===== config.mk =====
export PLATFORM = sky130hd
export DESIGN_NAME = spi_burst_ctrl
export DESIGN_NICKNAME = d
export VERILOG_FILES = /design/src/rtl/spi_burst_ctrl.sv
export SDC_FILE = /design/constraint.sdc
export NUM_CORES = 1
export LEC_CHECK = 0
export ABC_AREA = 1
export BUFFER_PORTS_ARGS = -buffer_cell sky130_fd_sc_hd__buf_2
export CAP_MARGIN = 20
export CORE_UTILIZATION = 55
export DETAILED_ROUTE_END_ITERATION = 12
export PLACE_DENSITY = 0.77
export SYNTH_ARGS = -nofsm -noshare
export SYNTH_HDL_FRONTEND = slang
export SYNTH_SLANG_ARGS = --single-unit

===== constraint.sdc =====
create_clock -name clk_i -period 2.55 [get_ports clk_i]
set_input_delay 0.51 -clock clk_i [delete_from_list [all_inputs] [get_ports clk_i]]
set_output_delay 0.51 -clock clk_i [all_outputs]
set_load 0.01 [all_outputs]

===== src/rtl/spi_burst_ctrl.sv =====
// Burst controller in front of a byte-level SPI master: TX/RX byte FIFOs,
// slave-select framing with setup/hold spacing, one start per byte.
module spi_burst_ctrl #(
    parameter int unsigned DEPTH     = 16,
    parameter int unsigned LEN_W     = 8,
    parameter int unsigned CS_SETUP  = 4,
    parameter int unsigned CS_HOLD   = 4,
    parameter logic [7:0]  FILL_BYTE = 8'h00
) (
    input  logic             clk_i,
    input  logic             rst_i,
    input  logic [7:0]       tx_data_i,
    input  logic             tx_wr_i,
    output logic             tx_full_o,
    output logic [7:0]       rx_data_o,
    input  logic             rx_rd_i,
    output logic             rx_empty_o,
    input  logic [LEN_W-1:0] len_i,
    input  logic             go_i,
    output logic             busy_o,
    output logic             done_tick_o,
    output logic             rx_ovf_o,
    output logic             ss_n_o,
    output logic [7:0]       spi_din_o,
    output logic             spi_start_o,
    input  logic [7:0]       spi_dout_i,
    input  logic             spi_done_tick_i
);

    localparam int unsigned ADDR_W  = $clog2(DEPTH);
    localparam int unsigned PTR_W   = ADDR_W + 1;
    localparam int unsigned TMR_MAX = (CS_SETUP > CS_HOLD) ? CS_SETUP : CS_HOLD;
    localparam int unsigned TMR_W   = $clog2(TMR_MAX + 1);
    localparam logic [TMR_W-1:0] SETUP_LAST = TMR_W'(CS_SETUP - 1);
    localparam logic [TMR_W-1:0] HOLD_LAST  = TMR_W'(CS_HOLD - 1);

    typedef enum logic [2:0] {
        IDLE  = 3'd0,
        SETUP = 3'd1,
        LOAD  = 3'd2,
        XFER  = 3'd3,
        HOLD  = 3'd4
    } state_t;

    // TX FIFO
    logic [7:0]       tx_mem [DEPTH];
    logic [PTR_W-1:0] tx_wptr, tx_rptr;
    logic             tx_empty, tx_push, tx_pop;
    logic [7:0]       tx_head;

    assign tx_empty  = (tx_wptr == tx_rptr);
    assign tx_full_o = (tx_wptr[ADDR_W] != tx_rptr[ADDR_W]) &&
                       (tx_wptr[ADDR_W-1:0] == tx_rptr[ADDR_W-1:0]);
    assign tx_push   = tx_wr_i && !tx_full_o;
    assign tx_head   = tx_mem[tx_rptr[ADDR_W-1:0]];

    always_ff @(posedge clk_i or posedge rst_i) begin
        if (rst_i) begin
            tx_wptr <= '0;
            tx_rptr <= '0;
        end else begin
            if (tx_push) tx_wptr <= tx_wptr + PTR_W'(1);
            if (tx_pop)  tx_rptr <= tx_rptr + PTR_W'(1);
        end
    end

    always_ff @(posedge clk_i) begin
        if (tx_push) tx_mem[tx_wptr[ADDR_W-1:0]] <= tx_data_i;
    end

    // RX FIFO; a push is judged against the full flag before any same-cycle pop
    logic [7:0]       rx_mem [DEPTH];
    logic [PTR_W-1:0] rx_wptr, rx_rptr;
    logic             rx_full, rx_push_req, rx_push, rx_pop;

    assign rx_empty_o = (rx_wptr == rx_rptr);
    assign rx_full    = (rx_wptr[ADDR_W] != rx_rptr[ADDR_W]) &&
                        (rx_wptr[ADDR_W-1:0] == rx_rptr[ADDR_W-1:0]);
    assign rx_push    = rx_push_req && !rx_full;
    assign rx_pop     = rx_rd_i && !rx_empty_o;
    assign rx_data_o  = rx_mem[rx_rptr[ADDR_W-1:0]];

    always_ff @(posedge clk_i or posedge rst_i) begin
        if (rst_i) begin
            rx_wptr <= '0;
            rx_rptr <= '0;
        end else begin
            if (rx_push) rx_wptr <= rx_wptr + PTR_W'(1);
            if (rx_pop)  rx_rptr <= rx_rptr + PTR_W'(1);
        end
    end

    always_ff @(posedge clk_i) begin
        if (rx_push) rx_mem[rx_wptr[ADDR_W-1:0]] <= spi_dout_i;
    end

    // Burst FSM
    state_t           state_q, state_d;
    logic [TMR_W-1:0] tmr_q, tmr_d;
    logic [LEN_W-1:0] cnt_q, cnt_d;
    logic             ss_n_d, busy_d, done_d, start_d, ovf_d, enter_load;
    logic [7:0]       din_d;

    always_ff @(posedge clk_i or posedge rst_i) begin
        if (rst_i) begin
            state_q     <= IDLE;
            tmr_q       <= '0;
            cnt_q       <= '0;
            ss_n_o      <= 1'b1;
            busy_o      <= 1'b0;
            done_tick_o <= 1'b0;
            spi_start_o <= 1'b0;
            spi_din_o   <= 8'h00;
            rx_ovf_o    <= 1'b0;
        end else begin
            state_q     <= state_d;
            tmr_q       <= tmr_d;
            cnt_q       <= cnt_d;
            ss_n_o      <= ss_n_d;
            busy_o      <= busy_d;
            done_tick_o <= done_d;
            spi_start_o <= start_d;
            spi_din_o   <= din_d;
            rx_ovf_o    <= ovf_d;
        end
    end

    always_comb begin
        state_d     = state_q;
        tmr_d       = tmr_q;
        cnt_d       = cnt_q;
        ss_n_d      = ss_n_o;
        busy_d      = busy_o;
        done_d      = 1'b0;
        start_d     = 1'b0;
        din_d       = spi_din_o;
        ovf_d       = rx_ovf_o;
        enter_load  = 1'b0;
        tx_pop      = 1'b0;
        rx_push_req = 1'b0;

        case (state_q)
            IDLE: begin
                if (go_i) begin
                    if (len_i != '0) begin
                        cnt_d   = len_i;
                        ovf_d   = 1'b0;
                        tmr_d   = '0;
                        ss_n_d  = 1'b0;
                        busy_d  = 1'b1;
                        state_d = SETUP;
                    end else begin
                        done_d = 1'b1;
                    end
                end
            end
            SETUP: begin
                if (tmr_q == SETUP_LAST) begin
                    enter_load = 1'b1;
                    state_d    = LOAD;
                end else begin
                    tmr_d = tmr_q + TMR_W'(1);
                end
            end
            LOAD: state_d = XFER;
            XFER: begin
                if (spi_done_tick_i) begin
                    rx_push_req = 1'b1;
                    if (rx_full) ovf_d = 1'b1;
                    cnt_d = cnt_q - LEN_W'(1);
                    if (cnt_q > LEN_W'(1)) begin
                        enter_load = 1'b1;
                        state_d    = LOAD;
                    end else begin
                        tmr_d   = '0;
                        state_d = HOLD;
                    end
                end
            end
            HOLD: begin
                if (tmr_q == HOLD_LAST) begin
                    ss_n_d  = 1'b1;
                    busy_d  = 1'b0;
                    done_d  = 1'b1;
                    state_d = IDLE;
                end else begin
                    tmr_d = tmr_q + TMR_W'(1);
                end
            end
            default: state_d = IDLE;
        endcase

        // Byte hand-off to the master happens on the edge that enters LOAD
        if (enter_load) begin
            start_d = 1'b1;
            tx_pop  = !tx_empty;
            din_d   = tx_empty ? FILL_BYTE : tx_head;
        end
    end

endmodule

==> results of run 1 <==
## routing by layer
layer	routed length [um]	track usage, %
met2	15300	43.4
met3	2230	3.35
met1	12600	33.5
met5	0	0
met4	1190	10.3
## cell usage after synthesis, drive strengths merged
library cell / number / area, sq um
buf: 31 / 164
clkinv: 3 / 11.3
nand2: 365 / 1420
nand3: 132 / 673
a21oi: 5 / 25.0
or2: 2 / 12.5
nor3: 15 / 75.1
edfxtp: 256 / 7690
inv: 168 / 633
nor2: 133 / 533
xnor2: 8 / 70.1
xor2: 10 / 87.6
nand4: 1 / 6.26
dfstp: 1 / 26.3
clkbuf: 22 / 82.6
o21ai: 87 / 435
o211ai: 16 / 120
o22ai: 16 / 100
and2: 1 / 6.26
nand3b: 1 / 7.51
dfrtp: 46 / 1150
ha: 14 / 175
## cell usage in the layout, fill, tap and decap left out, drive strengths merged, types with 2 or more instances in the layout
master	netlist	routed
nand2	365	365
edfxtp	256	256
inv	168	169
nor2	133	133
nand3	132	132
buf	31	113
o21ai	87	87
dfrtp	46	46
clkbuf	22	35
o211ai	16	16
o22ai	16	16
nor3	15	15
clkinv	3	15
ha	14	14
xor2	10	10
xnor2	8	8
bufinv	0	7
a21oi	5	5
or2	2	2
clkinvlp	0	2
## what timing repair did
item | CTS | global route
cloned | 4 | 1
gates resized for setup | 68 | 32
setup endpoints to repair | 9 | 9
buffers inserted | 5 | 3
pin swaps | 21 | 24
## worst paths after layout
path                                end  slack (ns)  cells past startpoint  startpoint
max                        rx_data_o[6]       -0.15                      8  rx_rptr[0]
min                              busy_o       0.009                      2       rst_i
max reg2reg                rx_mem[5][4]        0.35                     11  rx_rptr[0]
min reg2reg                    rx_ovf_o        0.47                      2    rx_ovf_o
max in group asynchronous    tx_rptr[0]        1.93                      3       rst_i
min in group clk_i           rx_rptr[0]        0.25                      3     rx_rd_i
## sequential cells by signal, indices dropped and copies added, names as in the netlist, 3 cells and up
name / flops
state_q: 3
tx_wptr: 5
cnt_q: 8
rx_rptr: 5
tmr_q: 3
spi_din_o: 8
rx_wptr: 5
rx_mem: 128
tx_rptr: 5
tx_mem: 128
## final cells by class
cell class	count	area, sq um	share of cell area [%]
inverters	171	648	4.10
repair buffers	115	930	5.88
flip-flops and latches	303	8870	56.1
multi-input cells	806	3890	24.6
well taps	319	399	2.52
clock buffers	34	787	4.98
clock inverters	22	290	1.84
## cells by family after synthesis
group	count (synthesis)
XOR/XNOR	18
adder cells (fa/ha/maj)	14
flip-flops	303
buffers and inverters	224
AND/OR/NAND/NOR	650
AO/OA/AOI/OAI	124
## metrics by stage
stage	area (sq um)	setup TNS, ns	util [%]
floorplan	13500	0	-
global placement	14300	0	60.3
detailed placement	14300	0	60.3
CTS	15700	-0.248	66.0
global route	15800	-1.24	66.6
finish	15800	-0.720	66.6
## worst register-to-register path, stage by stage, from the launching register on
cell and delay, ns:
dfrtp_2 0.44, clkinvlp_4 0.15, buf_6 0.16, nand2_1 0.06
nand2_1 0.08, nor2_2 0.05, nand3_1 0.12, nand2_2 0.13
inv_2 0.15, nand2_1 0.18, nor2_1 0.18, buf_4 0.20
## power breakdown
group	switching, mW	total, mW	internal, mW
logic	4.00	6.35	2.34
registers	0.431	6.34	5.91
clock network	1.85	4.77	2.92
==> results_dict.tcl, run 1 <==
set metrics [dict create \
    yosys_warnings 0 \
    antenna_found_initial 0 \
    h-tree-depth 1 \
    grt-ovfl-total 0 \
    grt_pass1_wl_um 48500 \
    violations "setup timing" \
    crit_family "buffers and inverters" \
    grt_max_degree 66 \
    drt_pass1_iterations 6 \
    synthMuxAreaShare_pct 0 \
    critPathKind "reg -> out" \
    hold_buffers 0 \
    p_total_mw 17.4 \
    routedWlPerCell_um 17.7 \
    hold_viol 0 \
    worst_setup_hold_path_clk_slew_ns 0.07 \
    cts_buffers 31 \
    report.final.slew_viol_count 0 \
    yosys_register_bits 303 \
    power_density_mw_per_mm2 1100 \
    period_share_pct 106 \
    start_util_pct 56.8 \
    cts_tree "done" \
    ys_seq_area_share_pct 65.7 \
    clk_latency_ns 0.57 \
    path_max_fanout 8 \
    ant_nets 0 \
    root_buffer "clkbuf_16" \
    syn_area_per_cell_sq_um 10.1 \
    max_freq_ghz 0.371 \
    fp.dieH_um 159 \
    dp.cells 1701 \
    setup_viol 8 \
    wl_um 31400 \
    rows 56 \
    cp-start-kind "flop" \
    status "finished with violations" \
    path_buf_inv 4 \
    vias 9597 \
    synth_top_family_by_area "simple AND/OR/NAND/NOR gates" \
    synthCells 1333 \
    routed_via_density 5.42 \
    synth-simple-area-share_pct 20.2 \
    slew_headroom_pct 54.5 \
    vdd_drop_max_mv 0.776 \
    fin_skew_ns 0.0265 \
    synth_fp_nets 1377 \
    synthAdderAreaFrac_pct 1.30 \
    finalCriticalPeriod_ns 2.70 \
    whs_ns 0.00887 \
    crit_slowest_cell "dfrtp_2" \
    first_iter_violations 1167 \
    yosys.cell_types.count 34 \
    drc 0 \
    worstMarginPinSlew_ns 0.683 \
    place_hpwl_um 19300 \
    synth_area_sq_mm 0.0135 \
    cp_cell_sequence "clkinvlp_4 -> buf_6 -> clkbuf_16 -> nor2_1 -> o211ai_1 -> nand3_1 -> nand3_1 -> buf_2" \
    coreArea_sq_mm 0.0238 \
    hold_path_class "in -> async" \
    io_pins 53 \
    p_leak_nw 6.68 \
    cpMostUsedCell "nand3_1" \
    rsz0062_at_grt "yes" \
    n_fill_cell 1712 \
    place_congestion 0.871 \
    dp_slack_ns 0.437 \
    die_area_sq_mm 0.0252 \
    cp.required_ns 2.04 \
    fin_ws_ns -0.147 \
    critPathMaxStageDelay_ns 0.42 \
    syn_to_final_growth_pct 17.2 \
    synth_compound_area_share_pct 5.04 \
    yosys.area_share.xor_xnor_pct 1.17 \
    cts_sinks 303 \
    nets 1472 \
    grt_usage_pct 25.6 \
    drv_cap 0 \
    ctsLongestPathBuffers 3 \
    drive_gt1_share_pct 16.2 \
    grt_pass1_vias 9242 \
    insertedDiodeCount 0 \
    worstPathArrival_ns 2.19 \
    finalNonFillerCells 1770 \
    end_kind "primary output" \
    io_buffers 52 \
    die_w_um 159 \
]
Power figures use the tool's default switching activity.
==> run 2, diff against run 1 <==
--- a/config.mk
+++ b/config.mk
@@ -10,7 +10,8 @@
 export CAP_MARGIN = 20
 export CORE_UTILIZATION = 55
 export DETAILED_ROUTE_END_ITERATION = 12
-export PLACE_DENSITY = 0.77
+export GPL_TIMING_DRIVEN = 0
+export PLACE_DENSITY = 0.72
 export SYNTH_ARGS = -nofsm -noshare
 export SYNTH_HDL_FRONTEND = slang
 export SYNTH_SLANG_ARGS = --single-unit
==> run 2 against run 1 <==
The run still ends with setup timing left. Count of clock-buffer cells in the layout unchanged. First-iteration DRC count down 27%. Non-clock buffer count up 11. Maximum frequency up 0.76%.
==> results_dict.tcl, run 2 (synthesis results as in run 1) <==
set metrics [dict create \
    status "finished with violations" \
    violations "setup timing" \
    placed_cell_area_sq_mm 0.0142 \
    seq_area_sq_mm 0.00887 \
    power_density_mw_per_mm2 1120 \
    critPathKind "reg -> out" \
    insertedDiodeCount 0 \
    nets 1483 \
    place_hpwl_um 21000 \
    first_iter_violations 857 \
    cp.required_ns 2.04 \
    vdd_drop_max_mv 0.685 \
    layout.cells.most_common "nand2_1" \
    io_buffers 52 \
    cts_sinks 303 \
    crit_slowest_cell "dfrtp_2" \
    start_util_pct 56.8 \
    setup_viol 8 \
    syn_to_final_growth_pct 18.6 \
    p_leak_nw 6.71 \
    routedWlPerCell_um 17.9 \
    layout_common_cells "nand2_1 (355), edfxtp_1 (256), inv_1 (157)" \
    worstPathArrival_ns 2.17 \
    path_buf_inv 3 \
    fp.dieH_um 159 \
    cp_cell_sequence "buf_4 -> clkbuf_16 -> nor2_2 -> nor2_1 -> o21ai_1 -> o211ai_1 -> nand3_1 -> nand3_1 -> buf_2" \
    h-tree-depth 1 \
    wl_um 32000 \
    die_area_sq_mm 0.0252 \
    period_share_pct 105 \
    fin_ws_ns -0.127 \
    grt_usage_pct 26.0 \
    cts_tree "done" \
    multi_input_area_sq_mm 0.00404 \
    antenna_found_initial 0 \
    drive_gt1_share_pct 17.9 \
    ctsLongestPathBuffers 3 \
    cpMostUsedCell "nand3_1" \
    drc 0 \
    rows 56 \
    root_buffer "clkbuf_16" \
    crit_family "flip-flops" \
    drt_pass1_iterations 7 \
    end_kind "primary output" \
    final_area_sq_mm 0.0160 \
    final_core_util_pct 67.4 \
    hold_viol 0 \
    worstMarginPinSlew_ns 0.916 \
    routed_via_density 5.39 \
    rsz0062_at_grt "yes" \
    critPathMaxStageDelay_ns 0.47 \
    io_pins 53 \
    grt_max_degree 39 \
    worst_setup_hold_path_clk_slew_ns 0.07 \
    ant_nets 0 \
    max_freq_ghz 0.374 \
    grt-ovfl-total 0 \
    path_max_fanout 5 \
    place_congestion 0.904 \
    report.final.slew_viol_count 0 \
    drv_cap 0 \
    hold_path_class "in -> reg" \
    fin_skew_ns 0.0165 \
    finalCriticalPeriod_ns 2.68 \
    die_w_um 159 \
    dp.cells 1713 \
    slew_headroom_pct 38.7 \
    cp-start-kind "flop" \
    ff2ff_setup_slack_ns 0.15 \
    vias 9598 \
    coreArea_sq_mm 0.0238 \
    grt_pass1_vias 9280 \
    cts_buffers 31 \
    finalNonFillerCells 1782 \
    grt_pass1_wl_um 49200 \
    n_fill_cell 1720 \
    clk_latency_ns 0.56 \
]
run 2: power by group:
group | internal [mW] | switching [mW]
clock | 2.93 | 1.92
combinational | 2.50 | 4.28
sequential | 5.90 | 0.353
run 2: what timing repair did:
item / CTS / global route
pin swaps: 29 / 32
resized for setup: 112 / 83
endpoints found under the setup margin: 129 / 184
gates cloned: 4 / 1
hold buffers: 1 / 0
endpoints found under the hold margin: 9 / 0
buffers inserted: 5 / 2
run 2: path summary, 6_finish.rpt:
| path | start | endpoint | depth (start not counted) |
|---|---|---|---|
| setup / recovery | rx_rptr[0] | rx_data_o[1] | 9 |
| hold / removal | go_i | done_tick_o | 3 |
| setup reg to reg | rx_rptr[0] | rx_mem[13][1] | 10 |
| hold reg to reg | rx_ovf_o | rx_ovf_o | 2 |
| max in group asynchronous | rst_i | ss_n_o | 4 |
| min in group asynchronous | rst_i | cnt_q[4] | 3 |
run 2: routing by layer:
layer	vias up	GRT usage, %	part of all wire (%)
li1	4619	-	-
met1	4570	34.1	42
met2	337	44.0	49
met3	72	3.29	5.8
met4	0	10.4	3.7
met5	-	0	0
run 2: metrics by stage:
step	setup WS [ns]	setup TNS (ns)	power [mW]	hold slack, ns
CTS	-0.0641	-0.275	17.4	0.213
finish	-0.127	-0.493	17.9	0.217
global placement	-0.317	-26.49	11.8	0.461
floorplan	0.524	0	10.2	0.464
detailed placement	-0.260	-13.06	11.9	0.450
global route	-0.163	-1.10	18.9	0.224
run 2: area by class of cell:
type,instances,area share [%]
Inverter,171,4.08
Multi-Input combinational cell,806,25.3
Sequential cell,303,55.4
Clock buffer,34,4.92
Timing Repair Buffer,74,3.41
Clock inverter,23,1.89
Tap cell,319,2.49
Buffer,52,2.56
run 2: worst min-delay path: stages:
cell and delay, ns:
buf_2 0.08, nand3_1 0.06, o21ai_0 0.08
